**config.mk**
```make
export PLATFORM = sky130hd
export DESIGN_NAME = mult_err_monitor
export DESIGN_NICKNAME = d
export VERILOG_FILES = /design/src/rtl/mult_err_pkg.sv /design/src/rtl/mult_err_monitor_ed_calc.sv /design/src/rtl/mult_err_monitor.sv
export SDC_FILE = /design/constraint.sdc
export NUM_CORES = 1
export LEC_CHECK = 0
export ABC_CLOCK_PERIOD_IN_PS = 2200
export CAP_MARGIN = 20
export CORE_MARGIN = 8
export CORE_UTILIZATION = 52
export CTS_CLUSTER_DIAMETER = 100
export DETAILED_ROUTE_END_ITERATION = 8
export GPL_ROUTABILITY_DRIVEN = 0
export PLACE_DENSITY_LB_ADDON = 0.25
export SLEW_MARGIN = 20
export SYNTH_ARGS = -nofsm -noshare
export SYNTH_HDL_FRONTEND = slang
export SYNTH_SLANG_ARGS = --single-unit
```
**constraint.sdc**
```tcl
create_clock -name clk -period 2.2 [get_ports clk]
set_clock_uncertainty 0.05 [all_clocks]
set_input_delay 0.66 -clock clk [delete_from_list [all_inputs] [get_ports clk]]
set_output_delay 0.66 -clock clk [all_outputs]
set_load 0.05 [all_outputs]
```
**src/rtl/mult_err_pkg.sv**
```systemverilog
// Shared types and widths for the approximate-multiplier error monitor.
// Frame length bounds and accumulator widths are sized so no accumulator can wrap.
package mult_err_pkg;

   typedef enum logic [1:0] {
      ST_IDLE  = 2'd0,
      ST_RUN   = 2'd1,
      ST_DRAIN = 2'd2,
      ST_DONE  = 2'd3
   } state_e;

   localparam int unsigned OP_W          = 4;
   localparam int unsigned PROD_W        = 8;
   localparam int unsigned DIFF_W        = 9;
   localparam int unsigned ED_W          = 8;
   localparam int unsigned SUM_W         = 16;
   localparam int unsigned SERR_W        = 17;
   localparam int unsigned CNT_W         = 9;
   localparam int unsigned FRAME_LEN_DEF = 256;

endpackage

```
**src/rtl/mult_err_monitor_ed_calc.sv**
```systemverilog
// Combinational error calculator: exact product, signed difference and absolute error
// of one approximate product against the true 4x4 product.
module ed_calc
   import mult_err_pkg::*;
(
   input  logic [OP_W-1:0]   a_i,
   input  logic [OP_W-1:0]   b_i,
   input  logic [PROD_W-1:0] p_i,
   output logic [PROD_W-1:0] exact_o,
   output logic [DIFF_W-1:0] diff_o,
   output logic [ED_W-1:0]   ed_o
);

   always_comb begin
      exact_o = {{(PROD_W-OP_W){1'b0}}, a_i} * {{(PROD_W-OP_W){1'b0}}, b_i};
      diff_o  = {1'b0, p_i} - {1'b0, exact_o};
      // |diff| never exceeds 255, so the low byte of the negation is exact
      ed_o    = diff_o[DIFF_W-1] ? (~diff_o[ED_W-1:0] + 8'd1) : diff_o[ED_W-1:0];
   end

endmodule

```
**src/rtl/mult_err_monitor.sv**
```systemverilog
// Frame-based error monitor for an approximate 4x4 multiplier: accepts FRAME_LEN samples,
// accumulates error count, sum of |error|, signed error sum and peak |error| over a 2-stage pipe.
module mult_err_monitor
   import mult_err_pkg::*;
#(
   parameter int unsigned FRAME_LEN = FRAME_LEN_DEF
) (
   input  logic              clk,
   input  logic              rst_n,
   input  logic              start,
   input  logic              in_valid,
   output logic              in_ready,
   input  logic [OP_W-1:0]   in_a,
   input  logic [OP_W-1:0]   in_b,
   input  logic [PROD_W-1:0] in_p,
   output logic              busy,
   output logic              done,
   output logic [CNT_W-1:0]  err_count,
   output logic [SUM_W-1:0]  sum_ed,
   output logic [SERR_W-1:0] sum_err,
   output logic [ED_W-1:0]   max_ed
);

   state_e              state_q, state_d;
   logic                done_q, done_d;
   logic [CNT_W-1:0]    cnt_q, cnt_d;

   logic                s1_valid_q;
   logic [PROD_W-1:0]   s1_exact_q;
   logic [PROD_W-1:0]   s1_p_q;
   logic [DIFF_W-1:0]   s1_diff_q;
   logic [ED_W-1:0]     s1_ed_q;

   logic [CNT_W-1:0]    err_cnt_q, err_cnt_d;
   logic [SUM_W-1:0]    sum_ed_q, sum_ed_d;
   logic [SERR_W-1:0]   sum_err_q, sum_err_d;
   logic [ED_W-1:0]     max_ed_q, max_ed_d;

   logic [PROD_W-1:0]   calc_exact;
   logic [DIFF_W-1:0]   calc_diff;
   logic [ED_W-1:0]     calc_ed;

   logic                accept;
   logic                last_accept;
   logic                enter_run;

   ed_calc u_ed_calc (
      .a_i     (in_a),
      .b_i     (in_b),
      .p_i     (in_p),
      .exact_o (calc_exact),
      .diff_o  (calc_diff),
      .ed_o    (calc_ed)
   );

   assign accept      = in_valid && (state_q == ST_RUN);
   assign last_accept = accept && (cnt_q == CNT_W'(FRAME_LEN - 1));
   assign enter_run   = start && ((state_q == ST_IDLE) || (state_q == ST_DONE));

   always_comb begin
      state_d = state_q;
      done_d  = 1'b0;
      unique case (state_q)
         ST_IDLE: begin
            if (start) state_d = ST_RUN;
         end
         ST_RUN: begin
            if (last_accept) state_d = ST_DRAIN;
         end
         ST_DRAIN: begin
            // stage 2 has consumed the final sample once stage 1 is empty
            if (!s1_valid_q) begin
               state_d = ST_DONE;
               done_d  = 1'b1;
            end
         end
         ST_DONE: begin
            if (start) state_d = ST_RUN;
         end
         default: state_d = ST_IDLE;
      endcase
   end

   always_comb begin
      cnt_d = cnt_q;
      if (enter_run) begin
         cnt_d = '0;
      end else if (accept) begin
         cnt_d = cnt_q + 1'b1;
      end
   end

   always_ff @(posedge clk or negedge rst_n) begin
      if (!rst_n) begin
         state_q <= ST_IDLE;
         done_q  <= 1'b0;
         cnt_q   <= '0;
      end else begin
         state_q <= state_d;
         done_q  <= done_d;
         cnt_q   <= cnt_d;
      end
   end

   always_ff @(posedge clk or negedge rst_n) begin
      if (!rst_n) begin
         s1_valid_q <= 1'b0;
         s1_exact_q <= '0;
         s1_p_q     <= '0;
         s1_diff_q  <= '0;
         s1_ed_q    <= '0;
      end else begin
         s1_valid_q <= accept;
         if (accept) begin
            s1_exact_q <= calc_exact;
            s1_p_q     <= in_p;
            s1_diff_q  <= calc_diff;
            s1_ed_q    <= calc_ed;
         end
      end
   end

   always_comb begin
      err_cnt_d = err_cnt_q;
      sum_ed_d  = sum_ed_q;
      sum_err_d = sum_err_q;
      max_ed_d  = max_ed_q;
      if (enter_run) begin
         err_cnt_d = '0;
         sum_ed_d  = '0;
         sum_err_d = '0;
         max_ed_d  = '0;
      end else if (s1_valid_q) begin
         if (s1_p_q != s1_exact_q) begin
            err_cnt_d = err_cnt_q + 1'b1;
         end
         sum_ed_d  = sum_ed_q + {{(SUM_W-ED_W){1'b0}}, s1_ed_q};
         sum_err_d = sum_err_q + {{(SERR_W-DIFF_W){s1_diff_q[DIFF_W-1]}}, s1_diff_q};
         if (s1_ed_q > max_ed_q) begin
            max_ed_d = s1_ed_q;
         end
      end
   end

   always_ff @(posedge clk or negedge rst_n) begin
      if (!rst_n) begin
         err_cnt_q <= '0;
         sum_ed_q  <= '0;
         sum_err_q <= '0;
         max_ed_q  <= '0;
      end else begin
         err_cnt_q <= err_cnt_d;
         sum_ed_q  <= sum_ed_d;
         sum_err_q <= sum_err_d;
         max_ed_q  <= max_ed_d;
      end
   end

   assign in_ready  = (state_q == ST_RUN);
   assign busy      = (state_q == ST_RUN) || (state_q == ST_DRAIN);
   assign done      = done_q;
   assign err_count = err_cnt_q;
   assign sum_ed    = sum_ed_q;
   assign sum_err   = sum_err_q;
   assign max_ed    = max_ed_q;

endmodule

```
==> flow_summary.toml <==
[floorplanning]
initial_utilization = 0.529
ios = 73
die_y_um = 126
core_area_um2 = 12000
die-area_um2 = 16000
core.rowCount = 40
fp.dieW_um = 126

[logic_synthesis]
synthSimpleGateAreaFrac = 0.199
yosys_most_used_dff = "dfrtp_1"
synth_area_leaders = "dfrtp_1 38%, ha_1 11%, nand2_1 5.5%"
synthAdderAreaFrac = 0.137
syn_area_per_cell_um2 = 9.10
synth_mux_area_frac = 0.0318
synth_top_area_share = 0.376
yosysWarningCount = 0
ys_ff_latch = 95
synth_compound_area_frac = 0.150
synthesis.area_um2 = 6330
ys_types = 63
mappedNetlistNets = 780
synth_edf_count = 0
seq_area_frac_synth = 0.376
synth_area_leader_cell = "dfrtp_1"
synthArstFlopShare = 1.00
synth_cells = 695
synth_top_family_by_area = "simple AND/OR/NAND/NOR gates"
yosys.area_share.xor_xnor = 0.0686

[worst_setup_path]
path_cells = "buf_8, nand2_8, fa_1, inv_1, fa_1, buf_6, ha_4, a211oi_4, nor2_2, o21ai_2, nand2b_1, xnor2_2, ha_4, and2_4, o221ai_4, o211ai_4, buf_6, nor3_4, xor2_1, o21ai_1"
crit_path_start = "in_a[0]"
critical_path_buf_inv_count = 4
cp-end-kind = "register"
slowest_stage = "fa_1"
reg2reg_from = "s1_diff_q[8]"
r2r_slack_ns = -0.27
r2r_cells = 10
r2r-end = "sum_err[12]"
crit_fanout = 5
cp_top_family = "adder cells"
cp-start-kind = "primary input"
worstPathArrival_ns = 4.31
max_stage_delay_ns = 0.53
path_class = "in2reg"
crit_required_ns = 2.36

[pwr]
powerDensity_nw_per_um2 = 1280
peakVddDrop_mv = 0.624
leakage_nw = 4.28

[clock_tree]
clockRootBuffer = "clkbuf_16"
clk_latency_ns = 0.35
numCtsBuffers = 9
cts_max_level = 3
cts_sinks = 95
clock_path_buffers = 2
clk_pin_slew_ns = 0.07
cts_tree = "done"

[sta]
fin_ws_ns = -1.96
setup_violations = 39
fin_crit_ns = 4.16
finalCritPeriodShare = 1.89
relSlewSlack = 0.646
maxSlewViolCount = 0
tns_ns = -27.99
max_freq_mhz = 241
tightest_slew_ns = 0.532
hold_viol = 0
rsz0062_at_grt = "yes"

[cells_and_area]
syn2layout_area_growth_pct = 44.1
drive_above_1_share = 0.366
final_cell_mix = "166 x buf_4, 88 x nand2_1, 77 x dfrtp_1, 55 x nor2_1, 41 x ha_1"
final_common_cell = "buf_4"
postLayoutCoreUtil = 0.762
antenna_cells = 0
nets = 974

[routing]
wl_um = 18400
drtIter0Drc = 311
vias = 5992
drt_drc_violations_left = 0
ant_nets = 0
wl_per_cell_um = 17.7
via_per_inst = 5.76
drt_first_pass_iters = 5

[status]
violations = "setup timing"
outcome = "complete, but fails checks"

[placement]
port_buffers = 72
dpl.hpwl_um = 12300

[global_routing]
first_global_vias = 6154
grt.total_usage = 0.226
grt_max_degree = 96
antenna_found_initial = 0
grt_overflow = 0
grt_pass1_wl_um = 29800

[min_path]
hp-class = "in2async"

[run]
cap_viol_max_count = 0
## synthesized netlist by cell type, types with 8 or more instances
master / number
dfrtp_1: 95
nand2_1: 92
ha_1: 58
nor2_1: 56
inv_1: 40
o21ai_0: 34
a21oi_1: 30
xor2_1: 26
xnor2_1: 21
mux2i_1: 19
nor3_1: 19
clkbuf_1: 17
and2_1: 15
nand3_1: 13
nor2b_1: 11
o21a_1: 11
o21ai_1: 11
a211oi_1: 10
nand2b_1: 9
nand4_1: 9
a21o_1: 8
## kinds of logic (layout without fill, tap and decap cells)
family | Yosys count | in the layout
AND/OR/NAND/NOR | 260 | 260
XOR/XNOR | 48 | 48
adder cells (fa/ha/maj) | 65 | 65
multiplexers | 20 | 20
flip-flops | 95 | 95
AO/OA/AOI/OAI | 142 | 143
buffers and inverters | 65 | 263
## timing repair
item                                    in CTS  in global routing
hold buffers                                 0                  0
endpoints found under the setup margin      33                 45
resized for setup                           90                 32
setup buffers                               28                 16
gates cloned                                 1                  0
hold endpoints to repair                     0                  0
pin swaps                                   46                 49
## routing by layer
metal / track usage / part of all wire
met1: 0.272 / 0.41
met2: 0.391 / 0.51
met3: 0.0473 / 0.056
met4: 0.0800 / 0.023
met5: 0 / 0
## layout make-up
class,count,area (um2)
clock inverter,6,45.0
inverter,41,156
fill,788,2850
tap,147,184
multi-input combinational,536,4400
timing repair buffer,206,1700
clock buffer,10,229
sequential,95,2400
## worst register-to-register path, cell delays in order (launching register included)
cell	delay (ns)
dfrtp_2	0.49
ha_4	0.24
a21o_1	0.18
a21oi_2	0.18
nor2_1	0.08
a211o_1	0.34
buf_4	0.18
buf_6	0.12
or3_1	0.36
nand3_2	0.10
a21oi_2	0.06
## per-stage QoR
stage / setup slack, ns / hold slack (ns) / power [mW] / cells / area [um2]
floorplan: -1.91 / 0.314 / 7.04 / 695 / 6640
global placement: -2.60 / 0.428 / 9.07 / 989 / 8120
detailed placement: -2.79 / 0.441 / 9.34 / 989 / 8120
CTS: -1.81 / 0.338 / 11.3 / 1033 / 8920
global route: -2.09 / 0.348 / 12.4 / 1041 / 9110
finish: -1.96 / 0.294 / 11.7 / 1041 / 9110
## state kept, by name, indices dropped and copies added (netlist names)
signal      flops
cnt_q           9
done            1
err_count       9
max_ed          8
s1_diff_q       9
s1_ed_q         7
s1_exact_q      8
s1_p_q          8
s1_valid_q      1
state_q         2
sum_ed         16
sum_err        17
## power by group
| part | leakage, nW | internal (mW) | switching (mW) |
|---|---|---|---|
| logic | 2.92 | 3.16 | 4.13 |
| clock network | 0.126 | 0.774 | 0.704 |
| registers | 1.23 | 2.34 | 0.574 |
## worst max path at each step
stage	endpoint	slack, ns	depth (start not counted)
6_report	s1_ed_q[2]	-1.96	20
5_1_grt	s1_ed_q[2]	-2.09	20
4_1_cts	s1_ed_q[7]	-1.81	19
3_5_place_dp	s1_ed_q[5]	-2.79	19
3_3_place_gp	s1_ed_q[6]	-2.60	20
2_1_floorplan	s1_ed_q[7]	-1.91	17
Power figures use the tool's default switching activity.
